File: config.mk
export PLATFORM = sky130hd
export DESIGN_NAME = hazard_ctrl_unit_flat
export DESIGN_NICKNAME = d
export VERILOG_FILES = /design/src/rtl/hazard_ctrl_if.sv /design/src/rtl/hazard_ctrl_unit.sv /design/src/flat_wrapper.sv
export SDC_FILE = /design/constraint.sdc
export NUM_CORES = 1
export LEC_CHECK = 0
export CAP_MARGIN = 20
export CORE_ASPECT_RATIO = 1.25
export CORE_MARGIN = 3
export CORE_UTILIZATION = 25
export CTS_CLUSTER_DIAMETER = 30
export CTS_CLUSTER_SIZE = 12
export DETAILED_ROUTE_END_ITERATION = 10
export GPL_ROUTABILITY_DRIVEN = 0
export SLEW_MARGIN = 15
export SYNTH_ARGS = -nofsm -noshare
export SYNTH_HDL_FRONTEND = slang
export SYNTH_SLANG_ARGS = --single-unit
File: constraint.sdc
create_clock -name clk -period 5.9 [get_ports clk]
set_clock_uncertainty 0.1 [all_clocks]
set_input_delay 0.885 -clock clk [delete_from_list [all_inputs] [get_ports clk]]
set_output_delay 0.885 -clock clk [all_outputs]
set_load 0.05 [all_outputs]
File: src/rtl/hazard_ctrl_if.sv
// Decode-stage request / hazard-control response bundle between the pipeline
// datapath (master) and the hazard/forwarding controller (slave).
interface hazard_ctrl_if #(
    parameter int REG_ADDR_WIDTH = 5,
    parameter int CNT_WIDTH      = 32
);
    logic                      validD;
    logic [REG_ADDR_WIDTH-1:0] rs1D;
    logic [REG_ADDR_WIDTH-1:0] rs2D;
    logic                      useRs1D;
    logic                      useRs2D;
    logic [REG_ADDR_WIDTH-1:0] rdD;
    logic                      regWriteD;
    logic                      loadD;
    logic                      pcSrcE;
    logic                      stallF;
    logic                      stallD;
    logic                      flushD;
    logic                      flushE;
    logic [1:0]                forwardAE;
    logic [1:0]                forwardBE;
    logic [CNT_WIDTH-1:0]      stall_count;
    logic [CNT_WIDTH-1:0]      flush_count;

    modport master (
        output validD, rs1D, rs2D, useRs1D, useRs2D, rdD, regWriteD, loadD, pcSrcE,
        input  stallF, stallD, flushD, flushE, forwardAE, forwardBE, stall_count, flush_count
    );

    modport slave (
        input  validD, rs1D, rs2D, useRs1D, useRs2D, rdD, regWriteD, loadD, pcSrcE,
        output stallF, stallD, flushD, flushE, forwardAE, forwardBE, stall_count, flush_count
    );
endinterface

File: src/rtl/hazard_ctrl_unit.sv
// Hazard/forwarding controller for a 5-stage RV32I pipeline: shadows the E/M/W
// destination tags and derives stall, flush and EX forwarding selects.
module hazard_ctrl_unit #(
    parameter int REG_ADDR_WIDTH = 5,
    parameter bit FORWARD_EN     = 1'b1,
    parameter int CNT_WIDTH      = 32
) (
    input  logic         clk,
    input  logic         rst,
    hazard_ctrl_if.slave hz
);
    localparam int NSTAGE = 3;
    localparam int ST_E   = 0;
    localparam int ST_M   = 1;
    localparam int ST_W   = 2;
    // With forwarding only a load still in E can block D; otherwise any in-flight producer can.
    localparam logic [NSTAGE-1:0] HAZ_MASK = FORWARD_EN ? 3'b001 : 3'b111;

    typedef struct packed {
        logic                      valid;
        logic [REG_ADDR_WIDTH-1:0] rd;
        logic                      regwrite;
    } tag_t;

    tag_t                 tag_q [NSTAGE];
    tag_t                 tag_d [NSTAGE];
    logic                 load_e_q;
    logic                 load_e_d;
    logic [NSTAGE-1:0]    dep;
    logic                 hazard;
    logic [1:0]           fwd_a;
    logic [1:0]           fwd_b;
    logic                 stall_out;
    logic                 flush_d_out;
    logic                 flush_e_out;
    logic [CNT_WIDTH-1:0] stall_cnt_q;
    logic [CNT_WIDTH-1:0] stall_cnt_d;
    logic [CNT_WIDTH-1:0] flush_cnt_q;
    logic [CNT_WIDTH-1:0] flush_cnt_d;

    function automatic logic match(input tag_t t, input logic [REG_ADDR_WIDTH-1:0] rs,
                                   input logic use_rs);
        return use_rs && t.valid && t.regwrite && (t.rd != '0) && (t.rd == rs);
    endfunction

    genvar gi;
    generate
        for (gi = 0; gi < NSTAGE; gi++) begin : g_dep
            assign dep[gi] = match(tag_q[gi], hz.rs1D, hz.useRs1D)
                          || match(tag_q[gi], hz.rs2D, hz.useRs2D);
        end
    endgenerate

    assign hazard = hz.validD && (|(dep & HAZ_MASK)) && (!FORWARD_EN || load_e_q);

    // Redirect dominates: a squashed D must not also be held.
    always_comb begin
        stall_out   = 1'b0;
        flush_d_out = 1'b0;
        flush_e_out = 1'b0;
        if (!rst) begin
            flush_d_out = hz.pcSrcE;
            flush_e_out = hz.pcSrcE || hazard;
            stall_out   = hazard && !hz.pcSrcE;
        end
    end

    always_comb begin
        tag_d[ST_E] = '0;
        load_e_d    = 1'b0;
        if (!flush_e_out) begin
            tag_d[ST_E] = '{valid: hz.validD, rd: hz.rdD, regwrite: hz.regWriteD};
            load_e_d    = hz.loadD;
        end
        for (int i = 1; i < NSTAGE; i++) begin
            tag_d[i] = tag_q[i-1];
        end
        stall_cnt_d = stall_cnt_q + CNT_WIDTH'(stall_out);
        flush_cnt_d = flush_cnt_q + CNT_WIDTH'(hz.pcSrcE);
    end

    always_ff @(posedge clk) begin
        if (rst) begin
            for (int i = 0; i < NSTAGE; i++) begin
                tag_q[i] <= '0;
            end
            load_e_q    <= 1'b0;
            stall_cnt_q <= '0;
            flush_cnt_q <= '0;
        end else begin
            for (int i = 0; i < NSTAGE; i++) begin
                tag_q[i] <= tag_d[i];
            end
            load_e_q    <= load_e_d;
            stall_cnt_q <= stall_cnt_d;
            flush_cnt_q <= flush_cnt_d;
        end
    end

    generate
        if (FORWARD_EN) begin : g_fwd
            logic [REG_ADDR_WIDTH-1:0] rs1_e_q, rs1_e_d, rs2_e_q, rs2_e_d;
            logic                      use1_e_q, use1_e_d, use2_e_q, use2_e_d;

            // A bubbled E reads nothing, so it can never select a bypass.
            always_comb begin
                rs1_e_d  = '0;
                rs2_e_d  = '0;
                use1_e_d = 1'b0;
                use2_e_d = 1'b0;
                if (!flush_e_out) begin
                    rs1_e_d  = hz.rs1D;
                    rs2_e_d  = hz.rs2D;
                    use1_e_d = hz.useRs1D;
                    use2_e_d = hz.useRs2D;
                end
            end

            always_ff @(posedge clk) begin
                if (rst) begin
                    rs1_e_q  <= '0;
                    rs2_e_q  <= '0;
                    use1_e_q <= 1'b0;
                    use2_e_q <= 1'b0;
                end else begin
                    rs1_e_q  <= rs1_e_d;
                    rs2_e_q  <= rs2_e_d;
                    use1_e_q <= use1_e_d;
                    use2_e_q <= use2_e_d;
                end
            end

            always_comb begin
                fwd_a = 2'b00;
                fwd_b = 2'b00;
                if (match(tag_q[ST_M], rs1_e_q, use1_e_q))      fwd_a = 2'b10;
                else if (match(tag_q[ST_W], rs1_e_q, use1_e_q)) fwd_a = 2'b01;
                if (match(tag_q[ST_M], rs2_e_q, use2_e_q))      fwd_b = 2'b10;
                else if (match(tag_q[ST_W], rs2_e_q, use2_e_q)) fwd_b = 2'b01;
            end
        end else begin : g_ilk
            assign fwd_a = 2'b00;
            assign fwd_b = 2'b00;
        end
    endgenerate

    assign hz.stallF      = stall_out;
    assign hz.stallD      = stall_out;
    assign hz.flushD      = flush_d_out;
    assign hz.flushE      = flush_e_out;
    assign hz.forwardAE   = rst ? 2'b00 : fwd_a;
    assign hz.forwardBE   = rst ? 2'b00 : fwd_b;
    assign hz.stall_count = stall_cnt_q;
    assign hz.flush_count = flush_cnt_q;
endmodule

File: src/flat_wrapper.sv
// flat-port wrapper written by rule: the top's interface ports become plain ports
module hazard_ctrl_unit_flat 
#(
    parameter int REG_ADDR_WIDTH = 5,
    parameter bit FORWARD_EN     = 1'b1,
    parameter int CNT_WIDTH      = 32
)
  (clk, rst, hz_validD, hz_rs1D, hz_rs2D, hz_useRs1D, hz_useRs2D, hz_rdD, hz_regWriteD, hz_loadD, hz_pcSrcE, hz_stallF, hz_stallD, hz_flushD, hz_flushE, hz_forwardAE, hz_forwardBE, hz_stall_count, hz_flush_count);
  hazard_ctrl_if #(.REG_ADDR_WIDTH(REG_ADDR_WIDTH), .CNT_WIDTH(CNT_WIDTH)) hz_i ();
  input  logic clk;
  input  logic rst;
  input wire logic [$bits(hz_i.validD)-1:0] hz_validD;
  input wire logic [$bits(hz_i.rs1D)-1:0] hz_rs1D;
  input wire logic [$bits(hz_i.rs2D)-1:0] hz_rs2D;
  input wire logic [$bits(hz_i.useRs1D)-1:0] hz_useRs1D;
  input wire logic [$bits(hz_i.useRs2D)-1:0] hz_useRs2D;
  input wire logic [$bits(hz_i.rdD)-1:0] hz_rdD;
  input wire logic [$bits(hz_i.regWriteD)-1:0] hz_regWriteD;
  input wire logic [$bits(hz_i.loadD)-1:0] hz_loadD;
  input wire logic [$bits(hz_i.pcSrcE)-1:0] hz_pcSrcE;
  output wire logic [$bits(hz_i.stallF)-1:0] hz_stallF;
  output wire logic [$bits(hz_i.stallD)-1:0] hz_stallD;
  output wire logic [$bits(hz_i.flushD)-1:0] hz_flushD;
  output wire logic [$bits(hz_i.flushE)-1:0] hz_flushE;
  output wire logic [$bits(hz_i.forwardAE)-1:0] hz_forwardAE;
  output wire logic [$bits(hz_i.forwardBE)-1:0] hz_forwardBE;
  output wire logic [$bits(hz_i.stall_count)-1:0] hz_stall_count;
  output wire logic [$bits(hz_i.flush_count)-1:0] hz_flush_count;
  assign hz_i.validD = hz_validD;
  assign hz_i.rs1D = hz_rs1D;
  assign hz_i.rs2D = hz_rs2D;
  assign hz_i.useRs1D = hz_useRs1D;
  assign hz_i.useRs2D = hz_useRs2D;
  assign hz_i.rdD = hz_rdD;
  assign hz_i.regWriteD = hz_regWriteD;
  assign hz_i.loadD = hz_loadD;
  assign hz_i.pcSrcE = hz_pcSrcE;
  assign hz_stallF = hz_i.stallF;
  assign hz_stallD = hz_i.stallD;
  assign hz_flushD = hz_i.flushD;
  assign hz_flushE = hz_i.flushE;
  assign hz_forwardAE = hz_i.forwardAE;
  assign hz_forwardBE = hz_i.forwardBE;
  assign hz_stall_count = hz_i.stall_count;
  assign hz_flush_count = hz_i.flush_count;
  hazard_ctrl_unit #(.REG_ADDR_WIDTH(REG_ADDR_WIDTH), .FORWARD_EN(FORWARD_EN), .CNT_WIDTH(CNT_WIDTH)) u_core (.clk(clk), .rst(rst), .hz(hz_i));
endmodule
==> flow_summary.json <==
{
  "outcome": "finished clean",
  "hold_viol_final": 0,
  "grt_use_met3": 0.0309,
  "fmax_ghz": 0.232,
  "dpl.hpwl_mm": 8.37,
  "startpoint": "hz_rs1D[0]",
  "dp_slack_ns": 1.20,
  "setup_viol": 0,
  "hold_buffers": 0,
  "syn-mean-instance-area_sq_um": 8.76,
  "ys_types": 34,
  "core_region_area_sq_um": 17000,
  "fin_tns_setup_ns": 0,
  "synth-main-ff-cell": "dfxtp_1",
  "crit_slowest_cell": "or4_1",
  "cts_made_buffers": 9,
  "wl_per_cell_um": 14.2,
  "clk_latency_ns": 0.34,
  "cp.required_ns": 6.07,
  "path_cells": "clkdlybuf4s50_1 > xnor2_1 > nand4_1 > o22ai_1 > buf_4 > and3_1 > ha_1 > ha_1 > and3_1 > nand4_1 > or4_1 > a21oi_1",
  "clockBufferDepth": 2,
  "synth_common_cells": "dfxtp_1, a21oi_1, nand2_1, xnor2_1, or4_1",
  "fill_cells": 1829,
  "yosys_warnings": 0,
  "synth_cells": 499,
  "slew_viol_final": 0,
  "cts-root-buf": "clkbuf_16",
  "synth_fp_nets": 526,
  "setup_ws_ns": 1.60,
  "final.min_clock_period_ns": 4.30,
  "drt_wl_total_mm": 11.5,
  "max_cap_viol_count": 0,
  "synth_edf_count": 0,
  "grt-ovfl-total": 0,
  "start_util": 0.257,
  "power-per-cell-area_nw_per_um2": 229,
  "cp-start-kind": "input port",
  "grtUsageTotal": 0.121,
  "drt_pre_antenna_iters": 6,
  "crit_path_end_kind": "flop",
  "die-width_um": 124,
  "row_count": 53,
  "r2r-start": "u_core.tag_q[0][1]$_SDFF_PP0_",
  "ys_ff_latch": 98,
  "synth_area_leader_cell": "dfxtp_1",
  "rsz0062_at_grt": "no",
  "total_power_mw": 1.33,
  "finalNetCount": 611,
  "cts.sinks": 98,
  "via_count": 3967,
  "antenna_found_initial": 0,
  "slowest_delay_ns": 0.66,
  "met1_usage": 0.143,
  "drc": 0,
  "antenna_cells": 0,
  "grt_first_pass_wirelength_mm": 19.2,
  "arrival_ns": 4.47,
  "areaGrowthSynthToFinish_pct": 32.8,
  "drive_gt1_frac": 0.0424,
  "grt_pass1_vias": 3885,
  "drt_iter0_markers": 176,
  "clk_pin_slew_ns": 0.07,
  "die_y_um": 154,
  "htreeDepth": 3,
  "yosysMostFrequentCell": "dfxtp_1",
  "hold-worst-slack_ns": 0.369,
  "yosysTopAreaCellShare": 0.449,
  "post-route-period-util": 0.729,
  "yosysSeqAreaShare": 0.449,
  "crit_type": "input port to flop",
  "cp_top_family": "simple AND/OR/NAND/NOR gates",
  "ant_nets": 0,
  "p_leak_nw": 1.87,
  "cp_max_fo": 22,
  "min_from": "u_core.tag_q[0][7]$_SDFF_PP0_",
  "synthArstFlopShare": 0,
  "path_buf_inv": 2,
  "synth_area_leaders": "dfxtp_1, xnor2_1, a21oi_1",
  "die-area_sq_um": 19100,
  "relSlewSlack": 0.455,
  "tightest_slew_ns": 0.817,
  "cts_tree": "done",
  "grt-busiest-layer": "met2",
  "post_cts_resize_count": 0,
  "ir_drop_mv": 0.108,
  "io_pins": 95,
  "hold_class": "flop to flop",
  "grt_max_degree": 75,
  "synth_area_sq_um": 4370,
  "grtUsageMet2": 0.210,
  "cts_setup_buffers": 0,
  "vias_per_cell": 4.90,
  "portBuffers": 94
}
[flip-flops by register name, summed over array words and instances (netlist names)]
signal                 cells
u_core.tag_q              21
u_core.g_fwd.use2_e_q      1
u_core.hz.flush_count     32
u_core.g_fwd.use1_e_q      1
u_core.g_fwd.rs1_e_q       5
u_core.g_fwd.rs2_e_q       5
u_core.load_e_q            1
u_core.hz.stall_count     32
[through the flow]
step                      instance area, sq um   util  std cells
after floorplan                           4370      -        499
after global placement                    5510  0.325        793
after detailed placement                  5510  0.325        793
after CTS                                 5800  0.342        809
after global routing                      5800  0.342        809
final                                     5800  0.342        809
[layout by cell type (no fill, tap or decap), types with 4 or more instances in the layout]
cell type / netlist / final
o21ai_1: 5 / 5
and4_1: 7 / 7
buf_4: 2 / 4
ha_1: 4 / 4
nand2_1: 42 / 42
nand4_1: 20 / 20
and3_1: 6 / 6
o21ai_0: 5 / 5
clkbuf_16: 0 / 9
or4_1: 31 / 31
clkdlybuf4s50_1: 0 / 93
nor2_1: 26 / 26
nor4_1: 9 / 9
xnor2_1: 33 / 33
nand3_1: 23 / 23
a21oi_1: 57 / 57
nor3_1: 7 / 7
xor2_1: 19 / 19
nor2b_1: 21 / 21
or3_1: 12 / 12
inv_1: 13 / 13
dfxtp_1: 98 / 98
o31ai_1: 26 / 26
[final cells by class]
class / count / area (sq um) / area share
multi-input cells: 364 / 2260 / 0.389
flip-flops and latches: 98 / 1960 / 0.338
repair buffers: 98 / 966 / 0.166
well taps: 220 / 275 / 0.0474
clock buffers: 9 / 225 / 0.0388
clock inverters: 7 / 68.8 / 0.0119
inverters: 13 / 48.8 / 0.00841
[power by group]
| group | leakage [nW] | internal, mW | switching, mW | total, mW |
|---|---|---|---|---|
| Combinational | 0.930 | 0.0341 | 0.0391 | 0.0731 |
| Sequential | 0.794 | 0.670 | 0.00837 | 0.678 |
| Clock | 0.146 | 0.299 | 0.281 | 0.580 |
| Total | 1.87 | 1.00 | 0.328 | 1.33 |
[layer usage]
| layer | part of all wire | wire [um] |
|---|---|---|
| met2 | 0.49 | 5680 |
| met1 | 0.45 | 5170 |
| met5 | 0 | 0 |
| met3 | 0.046 | 533 |
| met4 | 0.010 | 116 |
[kinds of logic after synthesis]
family,count (synthesis),share of synthesized area
AOI/OAI and AO/OA,97,0.129
xor gates and xnor gates,52,0.104
adders and majority gates,4,0.0115
buffers and inverters,37,0.0344
DFF,98,0.449
muxes,2,0.00515
and+or+nand+nor,209,0.267
[worst paths after layout]
path | to | slack (ns) | cells after the start
worst min register to register | u_core.tag_q[0][14]$_SDFF_PP0_ | 0.37 | 1
worst max-delay path | u_core.hz.stall_count[26]$_SDFF_PP0_ | 1.60 | 12
worst max register to register | u_core.hz.stall_count[26]$_SDFF_PP0_ | 2.22 | 11
worst min-delay path | u_core.tag_q[0][14]$_SDFF_PP0_ | 0.37 | 1
[worst reg2reg max path, cell delays in order, from the launching register on]
cell,delay [ns]
dfxtp_1,0.43
xnor2_1,0.15
nand4_1,0.11
o22ai_1,0.17
buf_4,0.26
and3_1,0.23
ha_1,0.22
ha_1,0.25
and3_1,0.24
nand4_1,0.63
or4_1,0.67
a21oi_1,0.16
Power figures use the tool's default switching activity.
